--- src/rtl/stream_mux_arbiter.sv ---
// N-channel valid/ready stream multiplexer with one registered output stage.
// Channel choice is either address-selected by sel or round-robin arbitrated.
module stream_mux_arbiter #(
    parameter int unsigned WIDTH    = 8,
    parameter int unsigned CHANNELS = 4,
    parameter int unsigned SEL_W    = 2
) (
    input  logic                      clk,
    input  logic                      reset,
    input  logic                      mode,
    input  logic [SEL_W-1:0]          sel,
    input  logic [CHANNELS*WIDTH-1:0] in_data,
    input  logic [CHANNELS-1:0]       in_valid,
    output logic [CHANNELS-1:0]       in_ready,
    output logic [WIDTH-1:0]          out_data,
    output logic                      out_valid,
    input  logic                      out_ready,
    output logic [SEL_W-1:0]          out_channel
);

    logic [SEL_W-1:0] rr_last;
    logic             can_load;
    logic             grant_valid;
    logic [SEL_W-1:0] grant_idx;
    logic [WIDTH-1:0] grant_data;

    assign can_load = !out_valid || out_ready;

    always_comb begin
        grant_valid = 1'b0;
        grant_idx   = '0;
        if (!mode) begin
            // Out-of-range sel values match no channel, so they never grant.
            for (int c = 0; c < CHANNELS; c++) begin
                if (sel == SEL_W'(c) && in_valid[c]) begin
                    grant_valid = 1'b1;
                    grant_idx   = SEL_W'(c);
                end
            end
        end else begin
            // Scan outward from the channel after the last round-robin winner.
            for (int k = 1; k <= CHANNELS; k++) begin
                for (int c = 0; c < CHANNELS; c++) begin
                    if (!grant_valid && in_valid[c] &&
                        c == (int'(rr_last) + k) % int'(CHANNELS)) begin
                        grant_valid = 1'b1;
                        grant_idx   = SEL_W'(c);
                    end
                end
            end
        end
    end

    always_comb begin
        grant_data = '0;
        for (int c = 0; c < CHANNELS; c++) begin
            if (grant_idx == SEL_W'(c)) begin
                grant_data = in_data[c*WIDTH +: WIDTH];
            end
        end
    end

    always_comb begin
        in_ready = '0;
        for (int c = 0; c < CHANNELS; c++) begin
            in_ready[c] = grant_valid && (grant_idx == SEL_W'(c)) && can_load && !reset;
        end
    end

    always_ff @(posedge clk) begin
        if (reset) begin
            out_valid   <= 1'b0;
            out_data    <= '0;
            out_channel <= '0;
            rr_last     <= SEL_W'(CHANNELS - 1);
        end else if (can_load) begin
            if (grant_valid) begin
                out_valid   <= 1'b1;
                out_data    <= grant_data;
                out_channel <= grant_idx;
                if (mode) begin
                    rr_last <= grant_idx;
                end
            end else begin
                out_valid <= 1'b0;
            end
        end
    end

endmodule

--- config.mk ---
export PLATFORM = sky130hd
export DESIGN_NAME = stream_mux_arbiter
export DESIGN_NICKNAME = d
export VERILOG_FILES = /design/src/rtl/stream_mux_arbiter.sv
export SDC_FILE = /design/constraint.sdc
export NUM_CORES = 1
export LEC_CHECK = 0
export BUFFER_PORTS_ARGS = -buffer_cell sky130_fd_sc_hd__buf_2
export CAP_MARGIN = 40
export CORE_ASPECT_RATIO = 0.7
export CORE_MARGIN = 3
export CORE_UTILIZATION = 43
export CTS_CLUSTER_SIZE = 24
export DETAILED_ROUTE_END_ITERATION = 8
export PLACE_DENSITY = 0.88
export SLEW_MARGIN = 20
export SYNTH_ARGS = -nofsm -noshare
export SYNTH_HDL_FRONTEND = slang
export SYNTH_SLANG_ARGS = --single-unit
--- constraint.sdc ---
create_clock -name clk -period 2.2 [get_ports clk]
set_input_delay 0.22 -clock clk [delete_from_list [all_inputs] [get_ports clk]]
set_output_delay 0.22 -clock clk [all_outputs]
set_load 0.01 [all_outputs]
=== Yosys cells after proc, flatten, opt, wreduce, memory -nomap -nowiden ===
Cells that the tools add are included.

* Bits in registers: 13
* Latch bits: 0
* Bits in writable memories: 0
* Memory bits (read-only): 0
* Input port bits: 42
* Memories kept: 0

* Add/subtract/negate cells: 4
* $mul: 0
* Divide/modulo/power cells: 0
* Magnitude comparators: 0
* Equal/unequal tests: 18
* Shift operators: 0
* Mux-type cells: 60
* Bitwise logic cells: 4
* Reductions and logical operators: 77

{| class="wikitable"
|+ Operators with widths
! operator !! number
|-
| 32-bit zero test || 4
|-
| 1-bit logical AND || 47
|-
| 1-bit two-way mux || 39
|-
| 2-bit two-way mux || 17
|-
| 8-bit two-way mux || 4
|-
| 3-bit == test, first input constant || 8
|-
| 1-bit zero test || 17
|-
| 2-bit by 3-bit == test with 1-bit output, first input constant || 4
|-
| 2-bit == test, second input constant || 4
|-
| 2-bit OR reduction || 4
|-
| 2-bit by 1-bit adder with 2-bit output, second input constant || 2
|-
| 2-bit adder, second input constant || 2
|-
| 1-bit AND, first input constant || 4
|-
| 2-bit by 1-bit == test with 1-bit output, second input constant || 2
|-
| 2-bit zero test || 2
|-
| 3-bit AND reduction || 1
|-
| 2-bit AND reduction || 1
|-
| 1-bit logical OR || 1
|}

=== Logic depth before layout (Yosys ltp) ===
* Word-level depth: 87
* Gate-level depth with buffers: 7

=== Worst setup path after synthesis ===
OpenSTA, ideal clock, no wires.

* Kind: register to output
* From: reg rr_last[1]
* To: out in_ready[0]
* Data arrival time: 1.693 ns
* Path slack: 0.287 ns
* Cell stages (with the launch flop): 8
* Buffers on the path: 2
* Cells stage by stage: dfxtp_1 buf_6 o21ai_0 a311oi_2 a31oi_4 or3_1 buf_6 nor2_1

* Longest elaborated chain between the ends: 86
* Elaborated cells on any way between the ends: 126
* Classes of those cells: 4 x add/sub; 12 x eq/ne; 48 x mux; 4 x bitwise; 58 x reduce/logical

{| class="wikitable"
|+ RTL lines
! what !! line !! text
|-
| from (decl) || 21 || <nowiki>logic [SEL_W-1:0] rr_last;</nowiki>
|-
| from (signal assigned) || 75 || <nowiki>rr_last <= SEL_W'(CHANNELS - 1);</nowiki>
|-
| from (signal assigned) || 82 || <nowiki>rr_last <= grant_idx;</nowiki>
|-
| 2-bit by 1-bit adder with 2-bit output || 45 || <nowiki>c == (int'(rr_last) + k) % int'(CHANNELS)) begin</nowiki>
|-
| 2-bit OR reduction (no source line) || n/a ||
|-
| 1-bit AND (no source line) || n/a ||
|-
| 32-bit zero test || 45 ||
|-
| 1-bit logical AND || 44 || <nowiki>if (!grant_valid && in_valid[c] &&</nowiki>
|-
| 1-bit two-way mux || 44 ||
|-
| 1-bit two-way mux || 32 || <nowiki>if (!mode) begin</nowiki>
|-
| 1-bit zero test || 44 ||
|-
| [67 not listed] || n/a ||
|-
| 1-bit two-way mux || 44 ||
|-
| 1-bit two-way mux || 32 ||
|-
| 1-bit zero test || 44 ||
|-
| 1-bit logical AND (2 in a row) || 44 ||
|-
| 2-bit two-way mux || 44 ||
|-
| 2-bit two-way mux || 32 ||
|-
| 2-bit zero test || 66 || <nowiki>in_ready[c] = grant_valid && (grant_idx == SEL_W'(c)) && can_load && !reset;</nowiki>
|-
| 1-bit logical AND (*) (3 in a row) || 66 ||
|-
| to (decl) || 14 || <nowiki>output logic [CHANNELS-1:0] in_ready,</nowiki>
|}

Every way passes the cells marked *; elsewhere a longest branch is shown, timed or not. The select of a mux whose other input is x is not followed.

=== Worst setup path after layout ===
* From: reg rr_last[1]
* To: out in_ready[1]

* Longest elaborated chain between the ends: 86
* Elaborated cells on any way between the ends: 126
* Classes of those cells: 4 x add/sub; 13 x eq/ne; 48 x mux; 4 x bitwise; 57 x reduce/logical

{| class="wikitable"
|+ RTL lines
! what !! line
|-
| 2-bit by 1-bit adder with 2-bit output || 45
|-
| 2-bit OR reduction (no source line) || n/a
|-
| 1-bit AND (no source line) || n/a
|-
| 32-bit zero test || 45
|-
| 1-bit logical AND || 44
|-
| 1-bit two-way mux || 44
|-
| 1-bit two-way mux || 32
|-
| 1-bit zero test || 44
|-
| [67 not listed] || n/a
|-
| 1-bit two-way mux || 44
|-
| 1-bit two-way mux || 32
|-
| 1-bit zero test || 44
|-
| 1-bit logical AND (2 in a row) || 44
|-
| 2-bit two-way mux || 44
|-
| 2-bit two-way mux || 32
|-
| 2-bit by 1-bit == test with 1-bit output || 66
|-
| 1-bit logical AND (*) (3 in a row) || 66
|}

Marks and branches as above.

==> results.py <==
metrics = {
    "floorplan": {
        "fp.dieH_um": 46.6,
        "die_x_um": 64.0,
        "start_util_pct": 46.2,
        "ioPinCount": 57,
        "core_area_um2": 2190,
        "die_area_um2": 2980,
        "rows": 14,
    },
    "critical_path": {
        "worst_r2r_path_depth": 7,
        "crit_path_start_kind": "register",
        "worstPathArrival_ps": 1930,
        "reg2reg_to": "out_data[4]$_SDFFE_PP0P_",
        "path_class": "reg -> out",
        "critPathCaptureType": "output port",
        "rr_startpoint": "rr_last[1]$_SDFFE_PP1P_",
        "critPathRequiredTime_ps": 1980,
        "cp_max_fo": 7,
        "r2r_slack_ps": 190,
    },
    "cells_and_area": {
        "regArea_um2": 264,
        "fin_nets": 212,
        "drive_gt1_share_pct": 56.8,
        "multi_input_area_um2": 702,
        "areaGrowthSynthToFinish_pct": 46.5,
        "diodes": 0,
        "fillers": 152,
        "final_util_pct": 67.7,
    },
    "timing": {
        "hold_viol": 0,
        "layout_setup_ws_ps": 51.1,
        "setup_viol": 0,
        "slew_viol_final": 0,
        "hold_ws_ps": 244,
        "worst_pin_slew_ps": 390,
        "slew_headroom_pct": 73.3,
        "fin_setup_tns_ps": 0,
        "fin_skew_ps": 9.16,
        "fmax_ghz": 0.465,
        "finalCriticalPeriod_ps": 2150,
        "min_period_over_period_pct": 97.7,
    },
    "clock_tree": {
        "clockBufferDepth": 2,
        "cts_root_buf": "clkbuf_4",
        "clock-sinks": 13,
        "cts_tree": "yes",
        "cts_inserted_buffers": 3,
        "htree_levels": 1,
        "worstSkewPairLatency_ps": 290,
        "cts.reportedPaths.clkPinSlew_ps": 80,
    },
    "route": {
        "routedWlPerCell_um": 16.4,
        "wirelength_um": 3300,
        "drtIter0Drc": 27,
        "firstDrtPassIters": 5,
        "postRouteAntennaNets": 0,
        "drc": 0,
        "vias": 1093,
        "routed_via_density": 5.44,
    },
    "pwr": {
        "vdd_drop_max_mv": 0.292,
        "power_mw": 0.777,
        "p_leak_nw": 0.710,
        "p_per_area_nw_per_um2": 525,
    },
    "worst_hold_path": {
        "hp-start": "in_data[1]",
        "worstHoldEndpoint": "out_data[1]$_SDFFE_PP0P_",
        "hp-class": "in -> reg",
        "min_path_cells": 3,
    },
    "synth": {
        "synth.area.top_cells": "dfxtp_1 26%, mux2i_1 20%, o221ai_2 12%",
        "synth_edf_count": 0,
        "yosysTopAreaCellShare_pct": 25.7,
        "synth_area_um2": 1010,
        "synth.most_common_cell": "mux2i_1",
        "seq_area_frac_synth_pct": 25.7,
        "syn_area_per_cell_um2": 10.0,
        "yosys_warnings": 0,
        "async_flop_share_pct": 0,
        "yosysTopAreaCell": "dfxtp_1",
        "ys_types": 29,
        "ys_seq_elements": 13,
        "netlist_instances": 101,
        "ys.flop_type": "dfxtp_1",
        "synth_commonest_cells": "20 x mux2i_1, 13 x dfxtp_1, 9 x nand3b_1, 8 x nor2_1, 8 x o221ai_2",
        "syn-num-nets": 143,
    },
    "placed_design": {
        "dp_hpwl_um": 2230,
        "dp_slack_ps": 85.0,
        "gp_congestion": 0.885,
        "port_buffers": 56,
    },
    "flow_run": {
        "drv_cap": 0,
    },
    "grt": {
        "track_usage_pct": 21.0,
        "grt_pass1_vias": 972,
        "gr-total-overflow": 0,
        "antenna_found_initial": 0,
        "grt_max_degree": 21,
        "grt_first_pass_wirelength_um": 4570,
    },
    "status": {
        "status": "finished clean",
    },
}
==> critical path: stages, from the launching register on <==
cell     delay, ps
dfxtp_4        380
mux2i_1        120
or2_1          250
a31oi_4        220
or3b_4         430
nor2_2         110
buf_2          140
==> cell usage in the layout (no fill, tap or decap), types with 2 or more instances in the layout <==
cell type,netlist,final
nor2_2,0,2
clkbuf_4,0,3
buf_4,2,15
dfxtp_1,13,12
mux2i_1,20,20
a31oi_4,1,2
nor2_1,8,6
nand2b_1,3,3
nand3_1,3,3
o21ai_0,3,2
or2_1,2,2
mux2_2,2,2
a21oi_1,4,4
nand3b_1,9,9
buf_2,2,56
inv_1,3,3
o221ai_2,8,8
nor2b_1,2,2
==> worst max-delay path by stage <==
stage	endpoint	from	cells after the start	slack, ps
2_1_floorplan	in_ready[0]	rr_last[1]$_SDFFE_PP1P_	7	290
3_3_place_gp	in_ready[2]	rr_last[1]$_SDFFE_PP1P_	6	210
3_5_place_dp	in_ready[2]	rr_last[1]$_SDFFE_PP1P_	6	80
4_1_cts	in_ready[1]	rr_last[1]$_SDFFE_PP1P_	6	3
5_1_grt	in_ready[0]	rr_last[1]$_SDFFE_PP1P_	6	-10
6_report	in_ready[1]	rr_last[1]$_SDFFE_PP1P_	6	50
==> state kept, by name, indices dropped and copies added (netlist names) <==
signal       count
out_data         8
out_channel      2
rr_last          2
out_valid        1
==> per-stage QoR <==
step	area, µm²	std cells
4_1_cts	1390	194
6_report	1480	201
3_3_place_gp	1310	186
2_1_floorplan	1010	101
5_1_grt	1480	201
3_5_place_dp	1310	186
==> layout make-up <==
| cell class | instances | area share (%) |
|---|---|---|
| repair buffers | 73 | 29.6 |
| flip-flops and latches | 13 | 17.8 |
| inverters | 3 | 0.760 |
| well taps | 32 | 2.70 |
| multi-input cells | 76 | 47.4 |
| clock buffers | 4 | 1.77 |
==> logic make-up after synthesis <==
family,Yosys count,synth area share [%]
multiplexers,23,24.3
AO/OA/AOI/OAI,22,22.8
AND/OR/NAND/NOR,31,18.8
buffers and inverters,12,8.41
flip-flops,13,25.7
==> power breakdown <==
part           internal, mW  total (mW)  switching (mW)
clock network        0.0706       0.153          0.0824
logic                 0.177       0.339           0.162
registers             0.264       0.285          0.0202
==> timing repair <==
action / 4_1_cts / 5_1_grt
gates cloned: 0 / 1
pin swaps: 2 / 5
gates resized for setup: 6 / 6
buffers inserted: 4 / 6
setup endpoints to repair: 4 / 4
hold endpoints to repair: 0 / 0
hold buffers: 0 / 0
==> per-layer routing <==
metal	vias up	part of all wire [%]	global-route usage [%]
met5	-	0	0
met4	0	5.2	11.6
met3	16	6.2	6.83
met2	55	51	38.0
met1	502	37	22.4
li1	520	-	-
Power figures use the tool's default switching activity.
